**config.mk**
```make
export PLATFORM = sky130hd
export DESIGN_NAME = mapper_16kb_banked_flat
export DESIGN_NICKNAME = d
export VERILOG_FILES = /design/src/rtl/mapper_16kb_banked_pkg.sv /design/src/rtl/mapper_16kb_banked_if.sv /design/src/rtl/mapper_16kb_banked_wr_edge.sv /design/src/rtl/mapper_16kb_banked.sv /design/src/flat_wrapper.sv
export SDC_FILE = /design/constraint.sdc
export NUM_CORES = 1
export LEC_CHECK = 0
export BUFFER_PORTS_ARGS = -buffer_cell sky130_fd_sc_hd__buf_4
export CORE_MARGIN = 3
export CORE_UTILIZATION = 48
export CTS_CLUSTER_SIZE = 30
export DETAILED_ROUTE_END_ITERATION = 8
export GPL_ROUTABILITY_DRIVEN = 0
export MAX_ROUTING_LAYER = met4
export PLACE_DENSITY_LB_ADDON = 0.1
export SLEW_MARGIN = 20
export SYNTH_ARGS = -nofsm -noshare
export SYNTH_HDL_FRONTEND = slang
export SYNTH_SLANG_ARGS = --single-unit
```
**constraint.sdc**
```tcl
create_clock -name clk -period 6.5 [get_ports clk]
set_input_delay 1.3 -clock clk [delete_from_list [all_inputs] [get_ports clk]]
set_output_delay 1.3 -clock clk [all_outputs]
set_load 0.03 [all_outputs]
```
**src/rtl/mapper_16kb_banked_pkg.sv**
```systemverilog
`default_nettype none
// ============================================================================
// Module   : mapper_16kb_banked_pkg
// Brief    : Shared mapper types, window/decode constants and helpers.
// Revision : 1.0
// ============================================================================
package mapper_16kb_banked_pkg;

  typedef enum logic [0:0] {
    MODE_ASCII16   = 1'b0,
    MODE_GENERIC16 = 1'b1
  } mapper_mode_t;

  localparam int          c_mem_addr_w        = 27;
  localparam int          c_rom_page_shift    = 14;
  localparam int          c_sram_sel_bit      = 4;

  // cpu_addr[15:14] for the two 16KB pages of the 0x4000-0xBFFF window
  localparam logic [1:0]  c_page0_sel         = 2'b01;
  localparam logic [1:0]  c_page1_sel         = 2'b10;

  // cpu_addr[15:11] of the ASCII16 bank-register write ranges
  localparam logic [4:0]  c_ascii16_bank0_sel = 5'b01100;  // 0x6000-0x67FF
  localparam logic [4:0]  c_ascii16_bank1_sel = 5'b01110;  // 0x7000-0x77FF

  localparam logic [c_mem_addr_w-1:0] c_idle_addr = '1;
  localparam logic [7:0]              c_idle_data = 8'hFF;

  function automatic logic addr_in_window(input logic [15:0] addr);
    return (addr[15:14] == c_page0_sel) || (addr[15:14] == c_page1_sel);
  endfunction

endpackage
`default_nettype wire

```
**src/rtl/mapper_16kb_banked_if.sv**
```systemverilog
`default_nettype none
// ============================================================================
// Module   : mapper_16kb_banked_if
// Brief    : CPU-side bus and translated memory request of the 16KB mapper.
// Revision : 1.0
// ============================================================================
interface mapper_16kb_banked_if
  import mapper_16kb_banked_pkg::*;
#(
  parameter int BANK_WIDTH = 8
);
  logic [15:0]             cpu_addr;
  logic [7:0]              cpu_data;
  logic                    cpu_wr;
  logic                    cpu_mreq;
  logic                    slot_cs;
  logic [c_mem_addr_w-1:0] block_base;
  logic [c_mem_addr_w-1:0] sram_base;
  logic [BANK_WIDTH-1:0]   bank_mask;
  logic                    out_ram_cs;
  logic [c_mem_addr_w-1:0] out_addr;
  logic                    out_rnw;
  logic [7:0]              out_data;

  modport master (
    output cpu_addr, cpu_data, cpu_wr, cpu_mreq, slot_cs,
           block_base, sram_base, bank_mask,
    input  out_ram_cs, out_addr, out_rnw, out_data
  );

  modport slave (
    input  cpu_addr, cpu_data, cpu_wr, cpu_mreq, slot_cs,
           block_base, sram_base, bank_mask,
    output out_ram_cs, out_addr, out_rnw, out_data
  );
endinterface
`default_nettype wire

```
**src/rtl/mapper_16kb_banked_wr_edge.sv**
```systemverilog
`default_nettype none
// ============================================================================
// Module   : mapper_wr_edge
// Brief    : Single-cycle pulse on the rising edge of the write strobe.
// Revision : 1.0
// ============================================================================
module mapper_wr_edge (
  input  logic clk,
  input  logic reset,
  input  logic strobe,
  output logic pulse
);

  logic r_strobe_d;

  // Clearing the history on reset makes a strobe held across release a new edge
  always_ff @(posedge clk or posedge reset) begin
    if (reset) begin
      r_strobe_d <= 1'b0;
    end else begin
      r_strobe_d <= strobe;
    end
  end

  assign pulse = strobe & ~r_strobe_d;

endmodule
`default_nettype wire

```
**src/rtl/mapper_16kb_banked.sv**
```systemverilog
`default_nettype none
// ============================================================================
// Module   : mapper_16kb_banked
// Brief    : Two-page 16KB bank mapper (ASCII16 / generic) with optional SRAM.
// Revision : 1.0
// ============================================================================
module mapper_16kb_banked
  import mapper_16kb_banked_pkg::*;
#(
  parameter mapper_mode_t MODE       = MODE_ASCII16,
  parameter int           BANK_WIDTH = 8,
  parameter bit           SRAM_EN    = 1'b0
) (
  input  logic                 clk,
  input  logic                 reset,
  mapper_16kb_banked_if.slave  bus
);

  localparam logic [BANK_WIDTH-1:0] c_bank1_rst =
    (MODE == MODE_GENERIC16) ? BANK_WIDTH'(1) : '0;

  logic [BANK_WIDTH-1:0]   r_bank [2];
  logic                    w_strobe;
  logic                    w_pulse;
  logic                    w_page;
  logic                    w_in_window;
  logic                    w_hit;
  logic                    w_reg_addr;
  logic                    w_ld0;
  logic                    w_ld1;
  logic                    w_sram_sel;
  logic [BANK_WIDTH-1:0]   w_wdata;
  logic [BANK_WIDTH-1:0]   w_bank_cur;
  logic [c_mem_addr_w-1:0] w_rom_off;

  assign w_strobe    = bus.slot_cs & bus.cpu_mreq & bus.cpu_wr;
  assign w_page      = bus.cpu_addr[15];
  assign w_in_window = addr_in_window(bus.cpu_addr);
  assign w_hit       = bus.slot_cs & w_in_window;
  assign w_wdata     = BANK_WIDTH'(bus.cpu_data);

  mapper_wr_edge u_wr_edge (
    .clk    (clk),
    .reset  (reset),
    .strobe (w_strobe),
    .pulse  (w_pulse)
  );

  always_comb begin
    w_reg_addr = 1'b0;
    w_ld0      = 1'b0;
    w_ld1      = 1'b0;
    if (MODE == MODE_GENERIC16) begin
      w_reg_addr = w_in_window;
      w_ld0      = w_pulse & w_in_window & ~w_page;
      w_ld1      = w_pulse & w_in_window &  w_page;
    end else begin
      w_ld0      = w_pulse & (bus.cpu_addr[15:11] == c_ascii16_bank0_sel);
      w_ld1      = w_pulse & (bus.cpu_addr[15:11] == c_ascii16_bank1_sel);
      w_reg_addr = (bus.cpu_addr[15:11] == c_ascii16_bank0_sel) ||
                   (bus.cpu_addr[15:11] == c_ascii16_bank1_sel);
    end
  end

  always_ff @(posedge clk or posedge reset) begin
    if (reset) begin
      r_bank[0] <= '0;
      r_bank[1] <= c_bank1_rst;
    end else begin
      if (w_ld0) r_bank[0] <= w_wdata;
      if (w_ld1) r_bank[1] <= w_wdata;
    end
  end

  assign w_bank_cur = w_page ? r_bank[1] : r_bank[0];
  assign w_rom_off  = c_mem_addr_w'(w_bank_cur & bus.bank_mask) << c_rom_page_shift;

  generate
    if (SRAM_EN && (MODE == MODE_ASCII16) && (BANK_WIDTH > c_sram_sel_bit)) begin : g_sram
      assign w_sram_sel = w_bank_cur[c_sram_sel_bit];
    end else begin : g_no_sram
      assign w_sram_sel = 1'b0;
    end
  endgenerate

  // Only page 1 SRAM is writable, and never on a bank-register address
  always_comb begin
    bus.out_ram_cs = 1'b0;
    bus.out_addr   = c_idle_addr;
    bus.out_rnw    = 1'b1;
    bus.out_data   = c_idle_data;
    if (w_hit) begin
      bus.out_ram_cs = 1'b1;
      if (w_sram_sel) begin
        bus.out_addr = bus.sram_base + c_mem_addr_w'(bus.cpu_addr[10:0]);
        if (w_page && w_strobe && !w_reg_addr) begin
          bus.out_rnw  = 1'b0;
          bus.out_data = bus.cpu_data;
        end
      end else begin
        bus.out_addr = bus.block_base + w_rom_off + c_mem_addr_w'(bus.cpu_addr[13:0]);
      end
    end
  end

endmodule
`default_nettype wire
```
**src/flat_wrapper.sv**
```systemverilog
// flat-port wrapper written by rule: the top's interface ports become plain ports
module mapper_16kb_banked_flat import mapper_16kb_banked_pkg::*;
#(
  parameter mapper_mode_t MODE       = MODE_ASCII16,
  parameter int           BANK_WIDTH = 8,
  parameter bit           SRAM_EN    = 1'b0
)
  (clk, reset, bus_cpu_addr, bus_cpu_data, bus_cpu_wr, bus_cpu_mreq, bus_slot_cs, bus_block_base, bus_sram_base, bus_bank_mask, bus_out_ram_cs, bus_out_addr, bus_out_rnw, bus_out_data);
  mapper_16kb_banked_if #(.BANK_WIDTH(BANK_WIDTH)) bus_i ();
  input  logic clk;
  input  logic reset;
  input wire logic [$bits(bus_i.cpu_addr)-1:0] bus_cpu_addr;
  input wire logic [$bits(bus_i.cpu_data)-1:0] bus_cpu_data;
  input wire logic [$bits(bus_i.cpu_wr)-1:0] bus_cpu_wr;
  input wire logic [$bits(bus_i.cpu_mreq)-1:0] bus_cpu_mreq;
  input wire logic [$bits(bus_i.slot_cs)-1:0] bus_slot_cs;
  input wire logic [$bits(bus_i.block_base)-1:0] bus_block_base;
  input wire logic [$bits(bus_i.sram_base)-1:0] bus_sram_base;
  input wire logic [$bits(bus_i.bank_mask)-1:0] bus_bank_mask;
  output wire logic [$bits(bus_i.out_ram_cs)-1:0] bus_out_ram_cs;
  output wire logic [$bits(bus_i.out_addr)-1:0] bus_out_addr;
  output wire logic [$bits(bus_i.out_rnw)-1:0] bus_out_rnw;
  output wire logic [$bits(bus_i.out_data)-1:0] bus_out_data;
  assign bus_i.cpu_addr = bus_cpu_addr;
  assign bus_i.cpu_data = bus_cpu_data;
  assign bus_i.cpu_wr = bus_cpu_wr;
  assign bus_i.cpu_mreq = bus_cpu_mreq;
  assign bus_i.slot_cs = bus_slot_cs;
  assign bus_i.block_base = bus_block_base;
  assign bus_i.sram_base = bus_sram_base;
  assign bus_i.bank_mask = bus_bank_mask;
  assign bus_out_ram_cs = bus_i.out_ram_cs;
  assign bus_out_addr = bus_i.out_addr;
  assign bus_out_rnw = bus_i.out_rnw;
  assign bus_out_data = bus_i.out_data;
  mapper_16kb_banked #(.MODE(MODE), .BANK_WIDTH(BANK_WIDTH), .SRAM_EN(SRAM_EN)) u_core (.clk(clk), .reset(reset), .bus(bus_i));
endmodule
```
### Yosys cells after proc, flatten, opt, wreduce, memory -nomap -nowiden

Cells that the tools add are included.

| operators by class | value |
|---|---|
| bitwise gates (word level) | 8 |
| muxes and demuxes | 3 |
| reductions and logical operators | 1 |
| add/sub/neg operators | 2 |
| eq/ne operators | 4 |

Operator list:

| kind | count |
|---|---|
| 27-bit by 14-bit adder with 27-bit output | 1 |
| 27-bit adder | 1 |
| 27-bit two-way mux | 1 |
| 5-bit by 4-bit == test with 1-bit output, second input constant | 2 |
| 8-bit bitwise AND | 1 |
| 8-bit two-way mux | 1 |
| 1-bit bitwise AND | 6 |
| 2-bit by 1-bit == test with 1-bit output, second input constant | 1 |
| 2-bit == test, second input constant | 1 |
| 1-bit logical OR | 1 |
| 1-bit two-way mux | 1 |
| 1-bit NOT | 1 |

| storage, ports and cells | value |
|---|---|
| flip-flop bits (word level) | 17 |
| logic and storage cells | 21 |
| input port bits | 91 |

### Longest topological paths before layout

| logic depth | value |
|---|---|
| word-level depth | 5 |
| depth in mapped cells | 11 |

### By module

A second synthesis with hierarchy kept.

| second synthesis, totals | value |
|---|---|
| cells, all modules | 270 |
| area, all modules | 2239.6 um^2 |

By module, submodules not included:

| module | area an instance (um^2) | times used | sequential area each (um^2) | cells an instance |
|---|---|---|---|---|
| mapper_16kb_banked | 2197.1 | 1 | 400.4 | 267 |
| mapper_wr_edge | 42.5 | 1 | 25.0 | 3 |

### Worst setup path after synthesis

OpenSTA, ideal clock, no wires.

| path | value |
|---|---|
| kind | input port to output port |
| start point | input bus_cpu_addr[15] |
| end point | output bus_out_addr[23] |
| required time | 5.200 ns |
| data arrival time | 4.002 ns |
| cell stages on the path | 11 |
| path slack | 1.198 ns |
| path through | clkbuf_1 > mux2i_1 > nor2b_1 > ha_1 > a21o_1 > a21o_1 > a21oi_1 > a21oi_1 > a21oi_1 > a211oi_1 > nor3_1 |

| between the ends | value |
|---|---|
| word-level cells in the longest chain between the ends | 5 |

RTL lines:

| element | RTL line | source |
|---|---|---|
| start: declaration | flat_wrapper.sv:12 | `input wire logic [$bits(bus_i.cpu_addr)-1:0] bus_cpu_addr;` |
| 8-bit two-way mux | mapper_16kb_banked.sv:75 | `assign w_bank_cur = w_page ? r_bank[1] : r_bank[0];` |
| 8-bit bitwise AND | mapper_16kb_banked.sv:76 | `assign w_rom_off = c_mem_addr_w'(w_bank_cur & bus.bank_mask) << c_rom_page_shift;` |
| 27-bit adder | mapper_16kb_banked.sv:101 | `bus.out_addr = bus.block_base + w_rom_off + c_mem_addr_w'(bus.cpu_addr[13:0]);` |
| 27-bit by 14-bit adder with 27-bit output | mapper_16kb_banked.sv:101 |  |
| 27-bit two-way mux (*) | mapper_16kb_banked.sv:92 | `if (w_hit) begin` |
| end: declaration | flat_wrapper.sv:21 | `output wire logic [$bits(bus_i.out_addr)-1:0] bus_out_addr;` |

Mark *: on every way between the ends. The rest lies on a longest branch, timed or not.

### Final worst setup path

| path | value |
|---|---|
| start point | input bus_block_base[0] |
| end point | output bus_out_addr[20] |

| between the ends | value |
|---|---|
| word-level cells in the longest chain between the ends | 3 |

RTL lines:

| element | RTL line | source |
|---|---|---|
| start: declaration | flat_wrapper.sv:17 | `input wire logic [$bits(bus_i.block_base)-1:0] bus_block_base;` |
| 27-bit adder | mapper_16kb_banked.sv:101 |  |
| 27-bit by 14-bit adder with 27-bit output | mapper_16kb_banked.sv:101 |  |
| 27-bit two-way mux | mapper_16kb_banked.sv:92 |  |

Every way passes these cells.

==> results by group <==
Placement
  – IO buf count: 91
  – Cells after DPL: 383
  – DP HPWL: 4310 um

Clocking
  – Num CTS Buffers: 3
  – Clk sinks: 17
  – H-tree depth: 1
  – Hold Buf Count CTS: 0
  – CTS clock-pin slew for the worst setup and hold paths: 0.06 ns
  – Post-CTS Setup Bufs: 0
  – Clk buf depth: 2
  – Gates resized, CTS repair: 0
  – Skew-Pair Late Insertion Delay: 0.25 ns
  – CTS tree: done
  – Root buf cell: clkbuf_8

Route
  – Drt drc: 0
  – Final ANT Viol Nets: 0
  – Via density: 5.27
  – Routed WL per cell: 13.2 um
  – Drt total wl: 5120 um
  – Via Count: 2038
  – Detailed Route Iter0 Violations: 79
  – Drt first pass iters: 4

Critical path
  – WS Path Type: in2out
  – RR Endpoint: u_core.r_bank[10]$_DFFE_PP0P_
  – Crit path launch type: input port
  – Worst EP arrival: 3.77 ns
  – Critical Path Sink Type: output pin
  – Flop2flop setup slack: 4.95 ns
  – Crit-path max cell delay: 0.43 ns
  – Cell family with most CP delay: compound AO/OA/AOI/OAI gates
  – CP bufs+invs: 2
  – Crit-path max FO: 4
  – CP startpoint: bus_block_base[0]
  – Cell Chain, Critical Path: buf_4, ha_1, fa_1, a21o_1, a31oi_1, o211ai_1, a221o_1, a31oi_1, xor2_1, nand2_1, buf_4
  – Instance count on the critical path: 11
  – Slowest CP cell: a221o_1
  – Worst EP required: 5.20 ns
  – Worst reg2reg startpoint: u_core.u_wr_edge.r_strobe_d$_DFF_PP0_
  – Path depth of the worst reg2reg path: 4

STA
  – Tmin final: 5.07 ns
  – Fmax: 197 MHz
  – Fin. max-slew vios: 0
  – Worst relative slew slack: 53.2%
  – Setup TNS: 0 ns
  – Layout Skew: 0.00155 ns
  – Final Setup Violations: 0
  – Final count of hold timing violations: 0
  – Final period util: 78.1%
  – Worst Tran Pin Value: 0.698 ns
  – Hold_ws: 0.509 ns
  – RSZ-0062 raised after global routing: false

Logic synthesis
  – Largest family of logic cells by synthesized area: compound AO/OA/AOI/OAI gates
  – Seq/Total Area, Yosys: 20.3%
  – Yosys cell types: 41
  – FFs w/ async S/R, synth: 100%
  – XOR/XNOR Fraction of Synth Area: 7.10%
  – Ys flop type: dfrtp_1
  – Proportion of synthesized area in mux cells: 13.4%
  – Post-Syn Area: 0.00210 mm2
  – Synth Area per Inst: 8.49 um2
  – EDFF count, synth: 0
  – Yosys reg bits: 17
  – Synth Area in Simple Gates: 18.4%
  – Area fraction in compound gates after synthesis: 21.5%
  – Post-Synthesis Cells: 247
  – Yosys Warn Count: 0
  – Adder-Cell Fraction of Synth Area: 14.1%

Global route
  – First-pass GRT wire length: 8170 um
  – GRT Residual Overflow: 0
  – Vias in the first global route: 1979
  – Initial antenna violation count: 0
  – Tot GR Track Use: 19.7%
  – Largest net degree at the start of global routing: 27

Run
  – # Max-Cap Violations: 0

Layout
  – Diodes inserted: 0
  – Final core utilization: 68.9%
  – Nets: 452
  – Multi-input logic area: 0.00160 mm2
  – Total area of sequential cells: 425 um2
  – Final-layout fill cell count: 371
  – Non-filler cells, final: 387
  – Syn-to-layout area delta: 35.2%
  – Share of layout cells above drive strength 1: 34.1%

Power
  – Leakage: 1.47 nW
  – PwrDens: 141 mW/mm2
  – VDD IR max: 0.132 mV

Floorplanning
  – DIE HEIGHT: 72.1 um
  – Die span in x: 72.1 um
  – Die ar.: 0.00520 mm2
  – Initial core utilization: 51.0%
  – Row Count: 23
  – Area of the core: 0.00412 mm2
  – Ports: 128

Status
  – Status: completed

Hold path
  – Min-delay worst type: reg2reg
  – Worst hold stages: 1
  – HP Start: u_core.r_bank[6]$_DFFE_PP0P_
  – Worst min-delay path endpoint: u_core.r_bank[6]$_DFFE_PP0P_
==> cells in the final DEF, fill, tap and decap left out, types with 2 or more instances in the layout <==
cell / count
buf_4: 91
nand2_1: 28
ha_1: 22
a21oi_1: 17
dfrtp_1: 17
mux2_2: 16
nor2_1: 15
a21o_1: 13
xor2_1: 11
mux2i_1: 10
and3_1: 9
nor2b_1: 9
conb_1: 9
o21a_1: 6
nor3_1: 6
a31oi_1: 6
o21ai_0: 6
xnor2_1: 6
inv_1: 5
nand3_1: 3
o21bai_1: 3
o211ai_1: 3
clkbuf_8: 3
and4_1: 2
a211oi_1: 2
o21ba_2: 2
nand2b_1: 2
==> worst max path at each step <==
stage	to	slack (ns)
floorplan	bus_out_addr[23]	1.20
global placement	bus_out_addr[20]	1.46
finish	bus_out_addr[20]	1.43
detailed placement	bus_out_addr[20]	1.44
CTS	bus_out_addr[20]	1.42
global route	bus_out_addr[25]	1.22
==> sequential cells by signal, summed over array words and instances, names as in the netlist <==
signal                       cells
u_core.u_wr_edge.r_strobe_d      1
u_core.r_bank                   16
==> metrics by stage <==
| stage | power [W] | setup slack (ns) | area (um2) |
|---|---|---|---|
| after floorplan | 0.000259 | 1.20 | 2130 |
| after global placement | 0.000321 | 1.46 | 2790 |
| after detailed placement | 0.000324 | 1.44 | 2790 |
| after CTS | 0.000403 | 1.42 | 2840 |
| after global routing | 0.000427 | 1.22 | 2840 |
| final | 0.000399 | 1.43 | 2840 |
==> area by class of cell <==
cell class / count / share of cell area (%)
inverters: 6 / 0.794
well taps: 50 / 2.21
multi-input cells: 219 / 56.3
flip-flops and latches: 17 / 15.0
clock buffers: 4 / 1.59
repair buffers: 91 / 24.1
==> power by group <==
group	switching (W)	internal (W)	total, W
clock network	0.0000339	0.0000435	0.0000774
logic	0.000111	0.0000934	0.000204
registers	0.00000368	0.000114	0.000117
total	0.000149	0.000251	0.000399
==> synthesized netlist by cell type (3+ instances only) <==
| cell | instances | area [um2] |
|---|---|---|
| a21o_1 | 13 | 97.6 |
| a21oi_1 | 17 | 85.1 |
| a31oi_1 | 6 | 37.5 |
| and3_1 | 9 | 56.3 |
| buf_4 | 9 | 67.6 |
| clkbuf_1 | 4 | 15.0 |
| dfrtp_1 | 17 | 425 |
| ha_1 | 22 | 275 |
| inv_1 | 5 | 18.8 |
| mux2_2 | 16 | 180 |
| mux2i_1 | 10 | 100 |
| nand2_1 | 28 | 105 |
| nand3_1 | 3 | 15.0 |
| nor2_1 | 15 | 56.3 |
| nor2b_1 | 9 | 56.3 |
| nor3_1 | 6 | 30.0 |
| o211ai_1 | 3 | 22.5 |
| o21a_1 | 6 | 45.0 |
| o21ai_0 | 6 | 30.0 |
| o21bai_1 | 3 | 22.5 |
| xnor2_1 | 6 | 52.6 |
| xor2_1 | 11 | 96.3 |
==> cell families after synthesis <==
group / Yosys count
compound gates: 65
xor+xnor: 17
fa+ha+maj: 23
buf+inv: 19
flops: 17
mux: 26
other cells: 1
simple gates: 79
==> worst reg2reg max path, cell delays in order, from the launching register on <==
cell	delay [ns]
dfrtp_1	0.36
nor2_1	0.10
nand4_1	0.11
or3_1	0.51
mux2_2	0.35
==> metal layers <==
metal | vias up | GRT usage (%) | part of all wire (%)
li1 | 1061 | - | -
met1 | 907 | 22.5 | 43
met2 | 63 | 35.8 | 50
met3 | 7 | 1.80 | 6.0
met4 | 0 | 6.89 | 1.5
met5 | - | - | 0
No activity file was read; power rests on OpenSTA's default activity.
